--- src/rtl/fir_serial_deserializer.sv ---
// Reassembles an LSB-first bit-serial stream into DATA_WIDTH-bit words and buffers them in a FWFT FIFO.
// Optional mid-word stall timeout is compiled in with `define FIR_DESER_TIMEOUT_EN.
module fir_serial_deserializer #(
  parameter int DATA_WIDTH     = 24,
  parameter int FIFO_DEPTH     = 4,
  parameter int TIMEOUT_CYCLES = 64
) (
  input  logic                          i_clk,
  input  logic                          i_rst_n,
  input  logic                          i_en,
  input  logic                          i_sdata,
  input  logic                          i_sdata_valid,
  output logic                          o_sready,
  output logic [DATA_WIDTH-1:0]         o_pdata,
  output logic                          o_pvalid,
  input  logic                          i_pready,
  output logic [$clog2(FIFO_DEPTH):0]   o_fifo_count,
  output logic                          o_frame_err
);

  localparam int AW = $clog2(FIFO_DEPTH);
  localparam int CW = $clog2(DATA_WIDTH);
  localparam logic [CW-1:0] LAST_BIT = CW'(DATA_WIDTH - 1);

  // Handshakes: a serial beat is a rising edge with i_sdata_valid && o_sready;
  // a parallel pop is a rising edge with o_pvalid && i_pready. Neither valid may depend on its ready.

  typedef enum logic {IDLE, SHIFT} state_t;

  state_t                  state_q, state_d;
  logic [CW-1:0]           bit_cnt_q, bit_cnt_d;
  logic [DATA_WIDTH-1:0]   sreg_q, sreg_d;
  logic                    run_q;
  logic [DATA_WIDTH-1:0]   mem [FIFO_DEPTH];
  logic [AW:0]             wptr_q, rptr_q;
  logic [DATA_WIDTH-1:0]   last_q;
  logic                    full, empty, beat, push, pop, timeout;

  assign empty        = (wptr_q == rptr_q);
  assign full         = (wptr_q[AW] != rptr_q[AW]) && (wptr_q[AW-1:0] == rptr_q[AW-1:0]);
  assign o_fifo_count = wptr_q - rptr_q;
  assign o_pvalid     = !empty;
  assign o_pdata      = empty ? last_q : mem[rptr_q[AW-1:0]];
  assign pop          = o_pvalid && i_pready;

  // A word only starts when a FIFO slot is free, so SHIFT never needs a fullness check.
  // run_q keeps ready low while in reset and for the first edge after release.
  assign o_sready = run_q && i_en && ((state_q == SHIFT) || !full);
  assign beat     = i_sdata_valid && o_sready;

`ifdef FIR_DESER_TIMEOUT_EN
  localparam int SW = $clog2(TIMEOUT_CYCLES + 1);
  logic [SW-1:0] stall_q;
  logic          err_q;

  // Fires on the edge that would be the TIMEOUT_CYCLES-th consecutive beat-less SHIFT cycle.
  assign timeout     = (state_q == SHIFT) && !beat && (stall_q == SW'(TIMEOUT_CYCLES - 1));
  assign o_frame_err = err_q;

  always_ff @(posedge i_clk or negedge i_rst_n) begin
    if (!i_rst_n) begin
      stall_q <= '0;
      err_q   <= 1'b0;
    end else begin
      err_q <= timeout;
      if ((state_q != SHIFT) || beat || timeout) stall_q <= '0;
      else                                       stall_q <= stall_q + SW'(1);
    end
  end
`else
  assign timeout     = 1'b0;
  assign o_frame_err = 1'b0;
`endif

  always_comb begin
    state_d   = state_q;
    bit_cnt_d = bit_cnt_q;
    sreg_d    = sreg_q;
    push      = 1'b0;
    case (state_q)
      IDLE: begin
        if (beat) begin
          sreg_d    = {{(DATA_WIDTH-1){1'b0}}, i_sdata};
          bit_cnt_d = CW'(1);
          state_d   = SHIFT;
        end
      end
      SHIFT: begin
        if (beat) begin
          sreg_d[bit_cnt_q] = i_sdata;
          if (bit_cnt_q == LAST_BIT) begin
            push      = 1'b1;
            bit_cnt_d = '0;
            state_d   = IDLE;
          end else begin
            bit_cnt_d = bit_cnt_q + CW'(1);
          end
        end else if (timeout) begin
          bit_cnt_d = '0;
          state_d   = IDLE;
        end
      end
      default: state_d = IDLE;
    endcase
  end

  always_ff @(posedge i_clk or negedge i_rst_n) begin
    if (!i_rst_n) begin
      state_q   <= IDLE;
      bit_cnt_q <= '0;
      sreg_q    <= '0;
      run_q     <= 1'b0;
      wptr_q    <= '0;
      rptr_q    <= '0;
      last_q    <= '0;
    end else begin
      state_q   <= state_d;
      bit_cnt_q <= bit_cnt_d;
      sreg_q    <= sreg_d;
      run_q     <= 1'b1;
      if (push) wptr_q <= wptr_q + 1'b1;
      if (pop) begin
        rptr_q <= rptr_q + 1'b1;
        last_q <= mem[rptr_q[AW-1:0]];
      end
    end
  end

  // Completed word goes straight from the shift path into the FIFO on the final-bit edge.
  always_ff @(posedge i_clk) begin
    if (push) mem[wptr_q[AW-1:0]] <= sreg_d;
  end

endmodule
--- config.mk ---
export PLATFORM = sky130hd
export DESIGN_NAME = fir_serial_deserializer
export DESIGN_NICKNAME = d
export VERILOG_FILES = /design/src/rtl/fir_serial_deserializer.sv
export SDC_FILE = /design/constraint.sdc
export NUM_CORES = 1
export LEC_CHECK = 0
export CAP_MARGIN = 20
export CORE_MARGIN = 3
export CORE_UTILIZATION = 68
export CTS_BUF_LIST = sky130_fd_sc_hd__clkbuf_4 sky130_fd_sc_hd__clkbuf_8 sky130_fd_sc_hd__clkbuf_16
export DETAILED_ROUTE_END_ITERATION = 10
export DONT_BUFFER_PORTS = 1
export PLACE_DENSITY = 0.84
export RECOVER_POWER = 25
export SLEW_MARGIN = 30
export SYNTH_ARGS = -nofsm -noshare
export SYNTH_HDL_FRONTEND = slang
export SYNTH_SLANG_ARGS = --single-unit
--- constraint.sdc ---
create_clock -name i_clk -period 9.5 [get_ports i_clk]
set_input_delay 1.9 -clock i_clk [delete_from_list [all_inputs] [get_ports i_clk]]
set_output_delay 1.9 -clock i_clk [all_outputs]
set_load 0.03 [all_outputs]
**After elaboration in Yosys (flattened, before gate mapping)**

Memory sizes are Yosys's and may differ from the RTL's.
Index checks and enable logic that the tools add are counted.

- Output and inout port bits: 30
- Register bits after elaboration: 61
- Input bits: 6
- Logic and storage cells: 51
- Memory bits (writable): 96
- Memories: 1

- Bitwise logic cells: 1
- Mux-type cells: 20
- Equality and inequality tests: 6
- $add $sub $neg: 4
- Reduce and logical (&&, ||, !) cells: 10
- Order comparisons: 2

Memory list:

| name | depth | width | read ports | clocked after Yosys merged registers in | write ports | RTL line | RTL |
|---|---|---|---|---|---|---|---|
| mem | 4 | 24 | 1 | 0 | 1 | 34 | `logic [DATA_WIDTH-1:0] mem [FIFO_DEPTH];` |

Operators by type and width:

| operator | number |
|---|---|
| $mux 24 | 3 |
| $pmux 24 s2 | 1 |
| $bwmux 24 | 1 |
| $mux 5 | 3 |
| $pmux 5 s2 | 1 |
| $mux 1 | 9 |
| $add 3x1->3 const B | 2 |
| $logic_and 1x1->1 | 6 |
| $lt 5x6->1 const B | 1 |
| $add 5x1->5 const B | 1 |
| $demux 1 s5 | 1 |
| $eq 5x5->1 const B | 1 |
| $ge 5x1->1 const B | 1 |
| $eq 3x3->1 | 1 |
| $sub 3x3->3 | 1 |
| $eq 2x2->1 | 1 |
| $logic_not 1->1 | 2 |
| $ne 2x1->1 const B | 1 |
| $ne 2x2->1 const B | 1 |
| $pmux 1 s2 | 1 |
| $reduce_and 2->1 | 1 |
| $logic_or 1x1->1 | 1 |
| $ne 1x1->1 | 1 |
| $not 1->1 | 1 |

**Longest topological paths before layout**

- Depth after elaboration: 10
- Gate-level depth with buffers: 9
- Mapped depth without buffers: 5

**Least setup slack after synthesis**

OpenSTA, ideal clock, no wires.

- Path type: input-to-reg
- Start: in i_sdata_valid
- End: mem mem[3][0], enable pin
- Path slack: 5.151 ns
- Arrival: 3.910 ns
- Required time: 9.061 ns
- Cell stages on the path: 2
- Path buffers: 0
- Library setup time: 0.439 ns
- Cells stage by stage: nand3_1 > nor3_1

- Cells in the longest elaborated chain, start to end: 5

Ends and longest elaborated chain:

| what | RTL line | RTL |
|---|---|---|
| start, declared | 12 | `input logic i_sdata_valid,` |
| $logic_and 1x1->1 | 49 | `assign beat = i_sdata_valid && o_sready;` |
| $mux 1 | 89 | `if (beat) begin` |
| $mux 1 | 80 | `case (state_q)` |
| $mux 1 | 131 | `if (push) mem[wptr_q[AW-1:0]] <= sreg_d;` |
| $mux 1 (not written as such) | 131 |  |
| end, declared | 34 |  |

Every way passes these cells.

**Final worst setup path**

- Start: reg wptr_q[0]
- End: out o_pdata[4]

- Cells in the longest elaborated chain, start to end: 2

Ends and longest elaborated chain:

| what | RTL line | RTL |
|---|---|---|
| start, declared | 35 | `logic [AW:0] wptr_q, rptr_q;` |
| start signal, assigned | 121 | `if (push) wptr_q <= wptr_q + 1'b1;` |
| $eq 3x3->1 | 39 | `assign empty = (wptr_q == rptr_q);` |
| $mux 24 | 43 | `assign o_pdata = empty ? last_q : mem[rptr_q[AW-1:0]];` |
| end, declared | 14 | `output logic [DATA_WIDTH-1:0] o_pdata,` |

Every way passes these cells.

==> flow_summary_export.csv <==
group,metric,value,unit
outcome,status,"complete, but fails checks",
outcome,violations,"capacitance limit, slew limit",
drt,wire_per_inst,24.1,um
finish,layout_common_cells,"edfxtp_1 (96), dfrtp_1 (61), mux2_2 (31), nand2_1 (25), mux4_2 (24)",
synthesis,yosysWarnings,0,
timing,finalHoldViolCount,0,
global_route,grt_pass1_vias,3971,
worst_setup_path,endpoint_kind,"primary output",
global_route,grt_pass1_wl,22100,um
floorplanning,std_cell_rows,36,
drt,dr.pass1.iters,6,
floorplanning,ios,36,
floorplanning,start_util,70.3,%
placement,place_ws,5150,ps
timing,drv_slew,12,
clock_tree,clockBufferDepth,2,
worst_setup_path,required,7600,ps
finish,final_common_cell,"edfxtp_1",
finish,fin_cells,560,
finish,syn_to_final_growth,9.55,%
finish,drive_gt1_share,25.8,%
global_route,grt_overflow_total,0,
timing,clock_skew,11.6,ps
clock_tree,clk_latency,530,ps
timing,finalCritPeriodShare,51.0,%
worst_setup_path,cp-start-kind,"flip-flop",
clock_tree,ctsResizeCount,0,
drt,ant_nets,0,
synthesis,synth_seq_area_share,64.2,%
synthesis,synth.net_count,430,
job,drv_cap,1,
global_route,use_met3,6.56,%
finish,final-seq-area,4410,sq um
floorplanning,die_y,106,um
clock_tree,postCtsSetupBuffers,0,
drt,drc,0,
timing,finalSetupTns,0,ps
synthesis,synth_area_per_cell,16.7,sq um
global_route,use_met2,42.4,%
timing,worst_pin_slew,2250,ps
worst_setup_path,cp_cell_sequence,"inv_1 -> ha_1 -> nand2_1 -> nor2_2 -> buf_4 -> mux2_1",
synthesis,synthFlopType,"edfxtp_1",
timing,relSlewSlack,-51.3,%
clock_tree,numCtsBuffers,17,
global_route,grt_max_degree,62,
global_route,grt_usage,26.5,%
global_route,grtUsageMet1,35.1,%
placement,place.gp.congestion,0.880,
finish,nets,432,
drt,vias,3681,
worst_setup_path,critPathBufInv,2,
synthesis,synth_cells,412,
worst_setup_path,crit_type,"flip-flop to primary output",
clock_tree,cts_sinks,157,
pwr,vdd_ir_drop_max,205,uV
pwr,p_leak,2.75,nW
worst_setup_path,crit_fanout,14,
drt,drt-initial-drc-count,359,
clock_tree,cts_tree,"done",
timing,setup_viol,0,
timing,period_minus_slack,4840,ps
worst_setup_path,arrival,2940,ps
timing,worst_slack,4660,ps
floorplanning,fp.dieW,106,um
global_route,grt.busiest_layer,"met2",
placement,dpl.hpwl,8020,um
synthesis,async_flop_share,38.9,%
synthesis,synth_top_cells_by_area,"edfxtp_1 (42%), dfrtp_1 (22%), mux4_2 (7.9%)",
clock_tree,ctsHoldBuffers,0,
drt,finalWirelength,13500,um
finish,num_antenna_cells,0,
worst_setup_path,path_delay_family,"simple AND/OR/NAND/NOR gates",
pwr,p_per_area,299,nW/um^2
synthesis,synth_top_area_share,42.0,%
synthesis,yosysUniqueCellTypes,49,
floorplanning,core_area,9770,sq um
finish,nFillCells,530,
finish,multi_input_area,2240,sq um
synthesis,syn_area,6870,sq um
synthesis,synth-edff-count,96,
global_route,antenna_found_initial,0,
placement,portBuffers,0,
drt,via_per_inst,6.57,
timing,rsz0062_at_grt,"false",
timing,fmax,207,MHz
floorplanning,dieArea,11300,sq um
pwr,design_power_total,2.25,mW
placement,placedCellCount,528,
clock_tree,cts-root-buf,"clkbuf_8",
synthesis,ys_ff_latch,157,
worst_setup_path,cp_slowest_cell,"nor2_2",
min_path,min_path_type,"flip-flop to flip-flop",
clock_tree,path_clk_slew,60,ps
clock_tree,htreeDepth,4,
worst_setup_path,slowest_delay,570,ps
synthesis,yosysTopAreaCell,"edfxtp_1",
## per-layer routing
metal | up-vias | wire length [um]
met5 | - | 0
met4 | 0 | 401
met3 | 28 | 844
met2 | 149 | 6860
met1 | 1903 | 5390
li1 | 1601 | -
## sequential cells by signal, summed over array words and instances, names as in the netlist
signal	flops
bit_cnt_q	5
state_q	1
mem	96
rptr_q	3
sreg_q	24
last_q	24
wptr_q	3
run_q	1
## worst register-to-register path, cell delays in order, from the launching register on
cell and delay [ps]:
dfrtp_1 420, inv_1 120, ha_1 340, nand2_1 110
o21ai_0 1690, clkbuf_1 1020, mux2_2 430
## synthesized netlist by cell type (2+ instances only)
library cell / count
buf_4: 6
clkbuf_1: 8
mux2_1: 3
mux2_2: 31
buf_1: 4
nor3_1: 2
nor2b_1: 8
buf_2: 3
ha_1: 11
xor2_1: 2
and2_1: 2
a22o_1: 4
mux4_2: 24
xnor2_1: 3
conb_1: 2
a221o_1: 22
edfxtp_1: 96
inv_1: 8
and3_1: 9
nand3_1: 4
mux2_4: 19
dfrtp_1: 61
nand2_1: 25
nand4b_1: 2
nor2_1: 3
buf_6: 5
a31oi_1: 3
and3b_1: 2
o211ai_1: 2
a21oi_1: 19
## final cells by class
class                           instances  area share, %
Inverter                                8          0.399
Clock buffer                           21           5.99
Sequential cell                       157           58.6
Clock inverter                         11           2.21
Tap cell                              133           2.21
Multi-Input combinational cell        221           29.7
Timing Repair Buffer                    9          0.848
## stage by stage
step	hold slack [ps]	utilization, %	cell area (sq um)
floorplan	474	-	6870
global placement	482	71.0	6940
global route	507	77.0	7520
finish	493	77.0	7520
CTS	508	77.4	7570
detailed placement	491	71.1	6950
## report_power, final
part | internal, mW | switching [mW]
registers | 0.792 | 0.0492
logic | 0.282 | 0.427
clock network | 0.442 | 0.259
## logic make-up after synthesis
kind of cell             Yosys count  share of synthesized area (%)
AND/OR/NAND/NOR                   66                           5.32
flip-flops                       157                           64.2
buffers and inverters             34                           2.79
adder cells (fa/ha/maj)           12                           2.30
AO/OA/AOI/OAI                     57                           6.49
other                              2                          0.109
multiplexers                      78                           17.7
XOR/XNOR                           6                           1.04
## path summary, 6_finish.rpt
path,endpoint,from,slack (ps),depth (start not counted)
max,o_pdata[4],wptr_q[0],4660,6
min reg2reg,last_q[8],last_q[8],490,1
min,last_q[8],last_q[8],490,1
max reg2reg,last_q[3],wptr_q[0],5260,6
min in group asynchronous,last_q[3],i_rst_n,1060,0
max in group asynchronous,wptr_q[0],i_rst_n,8300,0
(Power assumes the default switching activity.)
